### src/rtl/flash_seq_if.sv
// flash_seq_if: host-side request/response bundle of the flash command sequencer.
//
// Handshake: a request transfers on a clock edge where cmd_valid && cmd_ready.
// The sequencer raises cmd_ready only while idle. cmd_op/cmd_addr/cmd_data are
// sampled only on that edge and are ignored at all other times. Completion is a
// single-cycle rsp_valid pulse carrying rsp_data/rsp_err. It has no ready,
// so the host must always accept it.
//
//   cmd_valid  host -> seq  request present
//   cmd_ready  seq -> host  sequencer idle
//   cmd_op     host -> seq  00 read, 01 program, 10 sector erase, 11 chip erase
//   cmd_addr   host -> seq  19-bit byte/sector address
//   cmd_data   host -> seq  program data
//   rsp_valid  seq -> host  one-cycle completion pulse
//   rsp_data   seq -> host  last byte read from flash
//   rsp_err    seq -> host  DQ5 failure or poll timeout
//   busy       seq -> host  from acceptance through rsp_valid
interface flash_seq_if;
  logic        cmd_valid;
  logic        cmd_ready;
  logic [1:0]  cmd_op;
  logic [18:0] cmd_addr;
  logic [7:0]  cmd_data;
  logic        rsp_valid;
  logic [7:0]  rsp_data;
  logic        rsp_err;
  logic        busy;

  modport master (
    output cmd_valid, cmd_op, cmd_addr, cmd_data,
    input  cmd_ready, rsp_valid, rsp_data, rsp_err, busy
  );

  modport slave (
    input  cmd_valid, cmd_op, cmd_addr, cmd_data,
    output cmd_ready, rsp_valid, rsp_data, rsp_err, busy
  );
endinterface

### src/rtl/flash_seq.sv
// flash_seq: turns one host request (read, byte program, sector erase,
// chip erase) into JEDEC bus cycles on the ROM access controller. Program and
// erase requests finish with DQ7 data polling and DQ5 timeout checking.
//
//   clk, rst_n   clock, asynchronous active-low reset
//   host         flash_seq_if.slave request/response port
//   wr_addr      address-byte strobe (addr[7:0], addr[15:8], {5'b0,addr[18:16]})
//   wr_data      write-cycle strobe, data on wr_buffer
//   rd_data      read-cycle strobe
//   wr_buffer    byte accompanying wr_addr/wr_data
//   autoinc_ena  tied 0
//   rd_buffer    byte returned by the ROM controller
//   dbg_state    current FSM state
module flash_seq #(
  parameter int ACC_WAIT = 8,
  parameter int POLL_MAX = 65535
) (
  input  logic            clk,
  input  logic            rst_n,
  flash_seq_if.slave      host,
  output logic            wr_addr,
  output logic            wr_data,
  output logic            rd_data,
  output logic [7:0]      wr_buffer,
  output logic            autoinc_ena,
  input  logic [7:0]      rd_buffer,
  output logic [3:0]      dbg_state
);

  typedef enum logic [3:0] {
    IDLE, ADDR0, ADDR1, ADDR2, STROBE, WAIT, NEXT, POLL, DONE
  } state_t;

  localparam logic [1:0] OP_READ   = 2'b00;
  localparam logic [1:0] OP_PROG   = 2'b01;
  localparam logic [1:0] OP_SERASE = 2'b10;

  state_t      state, state_next;
  logic [1:0]  op_q;
  logic [18:0] addr_q;
  logic [7:0]  data_q;
  logic [2:0]  step;
  logic        reading;    // current bus cycle is a read, not a write
  logic        polling;    // first status read has been issued
  logic        dq5_retry;  // DQ5 was seen; the read in flight is the last one
  logic [15:0] poll_cnt;
  logic [7:0]  wait_cnt;
  logic [7:0]  v_q;        // value of the last read
  logic        err_q;

  logic [18:0] tbl_addr, bus_addr;
  logic [7:0]  tbl_data;
  logic [2:0]  last_step;
  logic        expect_bit, wait_done;
  logic        poll_finish, poll_err;

  // Write table indexed by step. Program uses steps 0..3 and erase uses 0..5.
  always_comb begin
    tbl_addr = 19'h00555;
    tbl_data = 8'hAA;
    case (step)
      3'd0: begin tbl_addr = 19'h00555; tbl_data = 8'hAA; end
      3'd1: begin tbl_addr = 19'h002AA; tbl_data = 8'h55; end
      3'd2: begin tbl_addr = 19'h00555; tbl_data = (op_q == OP_PROG) ? 8'hA0 : 8'h80; end
      3'd3: begin
        if (op_q == OP_PROG) begin tbl_addr = addr_q;   tbl_data = data_q; end
        else                 begin tbl_addr = 19'h00555; tbl_data = 8'hAA; end
      end
      3'd4: begin tbl_addr = 19'h002AA; tbl_data = 8'h55; end
      default: begin
        if (op_q == OP_SERASE) begin tbl_addr = addr_q;   tbl_data = 8'h30; end
        else                   begin tbl_addr = 19'h00555; tbl_data = 8'h10; end
      end
    endcase
  end

  assign last_step  = (op_q == OP_PROG) ? 3'd3 : 3'd5;
  assign expect_bit = (op_q == OP_PROG) ? data_q[7] : 1'b1;
  assign wait_done  = (wait_cnt == 8'(ACC_WAIT - 1));
  // Reads go to the request address, except chip erase which polls address 0.
  assign bus_addr   = reading ? ((op_q == 2'b11) ? 19'h0 : addr_q) : tbl_addr;

  // Poll decision on the latched status byte.
  always_comb begin
    poll_finish = 1'b0;
    poll_err    = 1'b0;
    if (v_q[7] == expect_bit) begin
      poll_finish = 1'b1;
    end else if (dq5_retry) begin
      poll_finish = 1'b1;
      poll_err    = 1'b1;
    end else if (!v_q[5] && poll_cnt == 16'(POLL_MAX)) begin
      poll_finish = 1'b1;
      poll_err    = 1'b1;
    end
  end

  always_ff @(posedge clk or negedge rst_n) begin
    if (!rst_n) state <= IDLE;
    else        state <= state_next;
  end

  always_comb begin
    state_next = state;
    case (state)
      IDLE:   if (host.cmd_valid) state_next = ADDR0;
      ADDR0:  state_next = ADDR1;
      ADDR1:  state_next = ADDR2;
      ADDR2:  state_next = STROBE;
      STROBE: state_next = WAIT;
      WAIT: begin
        if (wait_done) begin
          if (!reading)              state_next = NEXT;
          else if (op_q == OP_READ)  state_next = DONE;
          else                       state_next = POLL;
        end
      end
      NEXT:   state_next = (step == last_step) ? POLL : ADDR0;
      POLL: begin
        if (!polling)         state_next = ADDR0;
        else if (poll_finish) state_next = DONE;
        else                  state_next = ADDR0;
      end
      DONE:   state_next = IDLE;
      default: state_next = IDLE;
    endcase
  end

  always_ff @(posedge clk or negedge rst_n) begin
    if (!rst_n) begin
      op_q      <= 2'b00;
      addr_q    <= 19'h0;
      data_q    <= 8'h00;
      step      <= 3'd0;
      reading   <= 1'b0;
      polling   <= 1'b0;
      dq5_retry <= 1'b0;
      poll_cnt  <= 16'h0;
      wait_cnt  <= 8'h00;
      v_q       <= 8'h00;
      err_q     <= 1'b0;
    end else begin
      case (state)
        IDLE: begin
          if (host.cmd_valid) begin
            op_q      <= host.cmd_op;
            addr_q    <= host.cmd_addr;
            data_q    <= host.cmd_data;
            step      <= 3'd0;
            reading   <= (host.cmd_op == OP_READ);
            polling   <= 1'b0;
            dq5_retry <= 1'b0;
            poll_cnt  <= 16'h0;
            err_q     <= 1'b0;
          end
        end
        STROBE: wait_cnt <= 8'h00;
        WAIT: begin
          wait_cnt <= wait_cnt + 8'd1;
          if (wait_done && reading) v_q <= rd_buffer;
        end
        NEXT: if (step != last_step) step <= step + 3'd1;
        POLL: begin
          if (!polling) begin
            polling <= 1'b1;
            reading <= 1'b1;
          end else if (poll_finish) begin
            err_q <= poll_err;
          end else if (v_q[5]) begin
            dq5_retry <= 1'b1;
          end else begin
            poll_cnt <= poll_cnt + 16'd1;
          end
        end
        default: ;
      endcase
    end
  end

  always_comb begin
    wr_addr   = 1'b0;
    wr_data   = 1'b0;
    rd_data   = 1'b0;
    wr_buffer = 8'h00;
    case (state)
      ADDR0:  begin wr_addr = 1'b1; wr_buffer = bus_addr[7:0]; end
      ADDR1:  begin wr_addr = 1'b1; wr_buffer = bus_addr[15:8]; end
      ADDR2:  begin wr_addr = 1'b1; wr_buffer = {5'b0, bus_addr[18:16]}; end
      STROBE: begin
        if (reading) rd_data = 1'b1;
        else begin wr_data = 1'b1; wr_buffer = tbl_data; end
      end
      default: ;
    endcase
  end

  assign autoinc_ena    = 1'b0;
  assign host.cmd_ready = (state == IDLE);
  assign host.busy      = (state != IDLE);
  assign host.rsp_valid = (state == DONE);
  assign host.rsp_err   = (state == DONE) && err_q;
  assign host.rsp_data  = v_q;
  assign dbg_state      = state;

endmodule

### src/flat_wrapper.sv
// flat-port wrapper written by rule: the top's interface ports become plain ports
module flash_seq_flat 
#(
  parameter int ACC_WAIT = 8,
  parameter int POLL_MAX = 65535
)
  (clk, rst_n, wr_addr, wr_data, rd_data, wr_buffer, autoinc_ena, rd_buffer, dbg_state, host_cmd_valid, host_cmd_op, host_cmd_addr, host_cmd_data, host_cmd_ready, host_rsp_valid, host_rsp_data, host_rsp_err, host_busy);
  flash_seq_if host_i ();
  input  logic clk;
  input  logic rst_n;
  output logic wr_addr;
  output logic wr_data;
  output logic rd_data;
  output logic [7:0] wr_buffer;
  output logic autoinc_ena;
  input  logic [7:0] rd_buffer;
  output logic [3:0] dbg_state;
  input wire logic [$bits(host_i.cmd_valid)-1:0] host_cmd_valid;
  input wire logic [$bits(host_i.cmd_op)-1:0] host_cmd_op;
  input wire logic [$bits(host_i.cmd_addr)-1:0] host_cmd_addr;
  input wire logic [$bits(host_i.cmd_data)-1:0] host_cmd_data;
  output wire logic [$bits(host_i.cmd_ready)-1:0] host_cmd_ready;
  output wire logic [$bits(host_i.rsp_valid)-1:0] host_rsp_valid;
  output wire logic [$bits(host_i.rsp_data)-1:0] host_rsp_data;
  output wire logic [$bits(host_i.rsp_err)-1:0] host_rsp_err;
  output wire logic [$bits(host_i.busy)-1:0] host_busy;
  assign host_i.cmd_valid = host_cmd_valid;
  assign host_i.cmd_op = host_cmd_op;
  assign host_i.cmd_addr = host_cmd_addr;
  assign host_i.cmd_data = host_cmd_data;
  assign host_cmd_ready = host_i.cmd_ready;
  assign host_rsp_valid = host_i.rsp_valid;
  assign host_rsp_data = host_i.rsp_data;
  assign host_rsp_err = host_i.rsp_err;
  assign host_busy = host_i.busy;
  flash_seq #(.ACC_WAIT(ACC_WAIT), .POLL_MAX(POLL_MAX)) u_core (.clk(clk), .rst_n(rst_n), .host(host_i), .wr_addr(wr_addr), .wr_data(wr_data), .rd_data(rd_data), .wr_buffer(wr_buffer), .autoinc_ena(autoinc_ena), .rd_buffer(rd_buffer), .dbg_state(dbg_state));
endmodule
### config.mk
export PLATFORM = sky130hd
export DESIGN_NAME = flash_seq_flat
export DESIGN_NICKNAME = d
export VERILOG_FILES = /design/src/rtl/flash_seq_if.sv /design/src/rtl/flash_seq.sv /design/src/flat_wrapper.sv
export SDC_FILE = /design/constraint.sdc
export NUM_CORES = 1
export LEC_CHECK = 0
export ABC_AREA = 1
export ABC_CLOCK_PERIOD_IN_PS = 2500
export CORE_ASPECT_RATIO = 0.9
export CORE_MARGIN = 8
export CORE_UTILIZATION = 55
export CTS_BUF_LIST = sky130_fd_sc_hd__clkbuf_16
export CTS_CLUSTER_DIAMETER = 120
export DETAILED_ROUTE_END_ITERATION = 8
export PLACE_DENSITY_LB_ADDON = 0.1
export SLEW_MARGIN = 20
export SYNTH_ARGS = -nofsm -noshare
export SYNTH_HDL_FRONTEND = slang
export SYNTH_SLANG_ARGS = --single-unit
### constraint.sdc
create_clock -name clk -period 2.5 [get_ports clk]
set_input_delay 0.375 -clock clk [delete_from_list [all_inputs] [get_ports clk]]
set_output_delay 0.375 -clock clk [all_outputs]
set_load 0.01 [all_outputs]
### Word-level counts from Yosys, hierarchy flattened

Cells that the tools add are included.

| word-level totals | value |
|---|---|
| register bits after elaboration | 72 |
| bits of input ports | 40 |
| output and inout bits | 28 |
| word-level logic and storage cells | 119 |

| cells by class | value |
|---|---|
| $add $sub $neg | 3 |
| equal/unequal tests | 29 |
| muxes and demuxes | 51 |
| reduce and logical (&&, ||, !) cells | 24 |

Operator list:

| kind | count |
|---|---|
| 2-to-1 mux 19 bit | 4 |
| 2-to-1 mux 16 bit | 4 |
| case mux 8 bit (4 select lines) | 2 |
| case mux 19 bit (3 select lines) | 1 |
| case mux 16 bit (2 select lines) | 1 |
| case mux 4 bit (8 select lines) | 1 |
| 2-to-1 mux 4 bit | 6 |
| 2-to-1 mux 1 bit | 18 |
| adder 16 x 1 -> 16 bit, second input constant | 1 |
| equality test 16 bit, second input constant | 1 |
| equality test 4 x 3 -> 1 bit, second input constant | 4 |
| 2-to-1 mux 8 bit | 2 |
| case mux 8 bit (2 select lines) | 1 |
| 2-to-1 mux 3 bit | 4 |
| 2-to-1 mux 6 bit | 2 |
| inequality test 2 x 1 -> 1 bit, second input constant | 5 |
| AND reduction 5 bit | 2 |
| adder 8 x 1 -> 8 bit, second input constant | 1 |
| equality test 4 x 2 -> 1 bit, second input constant | 2 |
| equality test 8 x 3 -> 1 bit, second input constant | 1 |
| inequality test 2 bit, second input constant | 4 |
| case mux 1 bit (2 select lines) | 4 |
| AND reduction 2 bit | 4 |
| equality test 3 x 2 -> 1 bit, second input constant | 2 |
| other kinds (22) | 30 |

### Depth between registers and ports, before layout

| depth | value |
|---|---|
| depth after elaboration | 8 |
| depth in mapped cells | 13 |
| gate-level depth less buffers | 13 |

### Worst setup path after synthesis

OpenSTA, ideal clock, no wires.

| timing | value |
|---|---|
| path type | reg-to-output |
| from | reg u_core.step[0] |
| to | out wr_buffer[1] |
| data arrival time | 1759 ps |
| required time | 2125 ps |
| slack | 366 ps |
| stages on the path, launching flop included | 13 |
| buffers on the path | 1 |
| cells stage by stage | dfrtp_1 > ha_1 > ha_1 > clkbuf_1 > inv_1 > nand3_1 > nand2_1 > nand2_1 > nand2_2 > nand2_1 > nand2_1 > inv_1 > nand2_1 |

| on the way | value |
|---|---|
| word-level cells in the longest chain between the ends | 5 |
| elaborated cells on any way between the ends | 12 |
| classes of those cells | 4 x eq/ne; 5 x mux; 3 x reduce/logical |

RTL lines:

| element | line | source |
|---|---|---|
| start: declaration | flash_seq.sv:42 | `logic [2:0] step;` |
| start signal: assignment | flash_seq.sv:162 | `NEXT: if (step != last_step) step <= step + 3'd1;` |
| equality test 3 x 1 -> 1 bit (tied with other cells) | flash_seq.sv:61 | `case (step)` |
| OR reduction 2 bit (no line) | -- |  |
| case mux 8 bit (4 select lines) / case mux 19 bit (3 select lines) (equally long branches) | flash_seq.sv:61 |  |
| 2-to-1 mux 8 bit / 2-to-1 mux 19 bit (equally long branches) | flash_seq.sv:190, flash_seq.sv:81 |  |
| case mux 8 bit (4 select lines) (*) | flash_seq.sv:185 | `case (state)` |
| end: declaration | flat_wrapper.sv:14 | `output logic [7:0] wr_buffer;` |

Every way passes the cells marked *; elsewhere a longest branch is shown, timed or not.

### Worst setup path in the final report

| timing | value |
|---|---|
| from | reg u_core.step[1] |
| to | out wr_buffer[1] |

The elaborated chain is that of the path after synthesis.

==> results.yml <==
outcome:
  status: "finished clean"
logic_synthesis:
  synth_edf_count: 0
  synthSimpleGateAreaFrac_pct: 36.4
  synth-compound-area-share_pct: 10.6
  yosys-top-cells-count: "nand2_1, dfrtp_1, inv_1, nor2_1, nand3_1"
  async_flop_share_pct: 100
  ys_types: 39
  yosysMostFrequentCell: "nand2_1"
  synth_top_area_share_pct: 41.1
  yosysSeqAreaShare_pct: 41.1
  synthAdderAreaFrac_pct: 2.00
  synth_nets: 663
  syn_avg_cell_area_um2: 7.12
  synthFlopType: "dfrtp_1"
  yosys-mux-area-fraction_pct: 0
  syn_inst: 616
  synth_xor_area_share_pct: 1.40
  synthTopCellsByArea: "dfrtp_1, nand2_1, nand3_1"
  netlist_area_um2: 4380
  synth_top_family_by_area: "simple AND/OR/NAND/NOR gates"
  ys_ff_latch: 72
  synth_top_area_cell: "dfrtp_1"
  yosys_warnings: 0
final_layout:
  drive_gt1_share_pct: 14.8
  fill_cells: 626
  stdcell_count: 815
  post-route-util_pct: 72.3
  diodes: 0
  syn2layout_area_growth_pct: 29.9
  nNetsFinal: 758
die:
  fp.dieH_um: 101
  dieArea_um2: 11100
  die_width_um: 110
  core-area_um2: 7870
  num_io_pins: 68
  row_count: 31
  initial_core_util_pct: 55.7
hold_path:
  hold_class: "in -> async"
route:
  drt-total-wl_mm: 12.1
  firstDrtPassIters: 4
  drc_errors: 0
  vias_per_cell: 5.22
  vias: 4253
  ant_nets: 0
  routedWlPerCell_um: 14.8
  drt_iter0_markers: 198
setup_path:
  r2r_end: "u_core.poll_cnt[1]"
  worstPathMaxFanout: 4
  cp_top_family: "buffers and inverters"
  cp-endpoint: "wr_buffer[1]"
  path_buf_inv: 5
  worstSetupPathType: "reg -> out"
  cp_slowest_cell: "dfrtp_1"
  crit_chain: "inv_2 -> buf_4 -> ha_2 -> inv_2 -> nand2_2 -> nand2_2 -> nand3_2 -> nand2_4 -> buf_6 -> nand2_1 -> nand2_1 -> a21oi_1 -> nand2_1 -> buf_2"
  start_kind: "flop"
  rr_startpoint: "u_core.dbg_state[3]"
  crit_path_end_kind: "primary output"
  crit_arrival_ns: 2.04
  rr_worst_depth: 11
  reg2reg_slack_ns: 0.61
  crit_cells: 14
  cp.required_ns: 2.12
  critPathLaunch: "u_core.step[1]"
  critPathMaxStageDelay_ns: 0.42
  cp_common_cell: "nand2_1"
sta:
  fin_worst_skew_ns: 0.00405
  setup_viol: 0
  fmax_mhz: 413
  finalMaxSlewViolations: 0
  min_period_ns: 2.42
  hold_viol: 0
  layout_worst_path_cycle_share_pct: 96.8
  rsz0062_at_grt: "true"
clock_network:
  clk_latency_ns: 0.33
  cts_buffers: 9
  htreeDepth: 3
  cts_sinks: 72
  cts.path.max_buffers: 2
  cts_tree: "done"
  clockRootBuffer: "clkbuf_16"
  clkTransAtPathRegs_ns: 0.06
power_and_ir_drop:
  p_leak_nw: 2.77
  powerDensity_nw_per_um2: 1060
  power_w: 0.00601
  peakVddDrop_mv: 0.525
global_route:
  overflow: 0
  antenna_found_initial: 0
  grt_pass1_wl_mm: 20.3
  grt_usage_pct: 22.9
  grt_max_degree: 54
  grt_pass1_vias: 4251
placement:
  gp_congestion: 0.939
  dp_hpwl_mm: 8.93
  io_buffers: 66
  placed_cells: 795
flow_run:
  drv_cap: 0
## flip-flops by register name, indices dropped and copies added (netlist names)
register              flops
u_core.addr_q            19
u_core.data_q             8
u_core.dbg_state          4
u_core.dq5_retry          1
u_core.err_q              1
u_core.host.rsp_data      8
u_core.op_q               2
u_core.poll_cnt          16
u_core.polling            1
u_core.reading            1
u_core.step               3
u_core.wait_cnt           8
## logic make-up after synthesis
logic type,after synthesis
xor+xnor,7
simple gates,356
buf+inv,88
compound gates,85
flops,72
fa+ha+maj,7
other cells,1
## layout by cell type, fill, tap and decap left out, drive strengths merged, types with 2 or more instances in the layout
master	n
ha	7
nor2	68
o22ai	6
xor2	7
nand2	209
a21oi	23
inv	73
o211ai	2
bufinv	2
nand3	62
buf	39
nand4	8
clkbuf	12
clkdlybuf4s50	57
o21bai	4
nor3	6
dfrtp	72
o21ai	45
clkinv	4
## worst min-delay path by stage
stage                     start               end  slack [ns]  cells after the start
after detailed placement  rst_n  u_core.data_q[5]        0.37                      1
after global routing      rst_n  u_core.data_q[5]        0.05                      1
after CTS                 rst_n  u_core.data_q[5]        0.02                      1
final                     rst_n  u_core.data_q[5]       0.005                      1
after global placement    rst_n  u_core.data_q[5]        0.35                      1
after floorplan           rst_n  u_core.addr_q[0]        0.08                      0
## routing by layer
layer | GRT usage [%] | up-vias | share of wire, %
met5 | 0 | - | 0
met4 | 5.22 | 0 | 1.3
met3 | 6.27 | 18 | 5.4
met2 | 39.0 | 109 | 49
met1 | 28.0 | 1970 | 44
li1 | - | 2156 | -
## area by class of cell
cell class / instances / area [um2] / share of cell area [%]
multi-input cells: 456 / 2300 / 40.3
flip-flops and latches: 72 / 1800 / 31.6
repair buffers: 99 / 880 / 15.5
inverters: 73 / 279 / 4.90
clock buffers: 9 / 225 / 3.96
well taps: 99 / 124 / 2.18
clock inverters: 7 / 87.6 / 1.54
## power by group
part	internal (W)	total (W)	switching [W]
combinational	0.00115	0.00290	0.00175
sequential	0.00150	0.00177	0.000264
clock	0.000864	0.00135	0.000482
## worst register-to-register path, delay by kind of cell, from the launching register on
family | cells | cell delay (ns)
simple gates | 8 | 0.99
flops | 1 | 0.43
buf+inv | 3 | 0.37
## metrics by stage
step / hold slack (ns) / setup slack [ns] / TNS [ns] / instance area, um2
CTS: 0.0169 / -0.0147 / -0.0147 / 5670
finish: 0.00546 / 0.0808 / 0 / 5690
detailed placement: 0.367 / -0.116 / -0.675 / 5300
global placement: 0.354 / -0.0722 / -0.266 / 5300
global route: 0.0499 / -0.0265 / -0.0639 / 5690
floorplan: 0.0794 / 0.366 / 0 / 4380
## timing repair
item,CTS,global route
resized for setup,31,27
buffers inserted,2,2
hold buffers,0,0
pin swaps,1,4
endpoints found under the setup margin,8,10
Power figures use the tool's default switching activity.
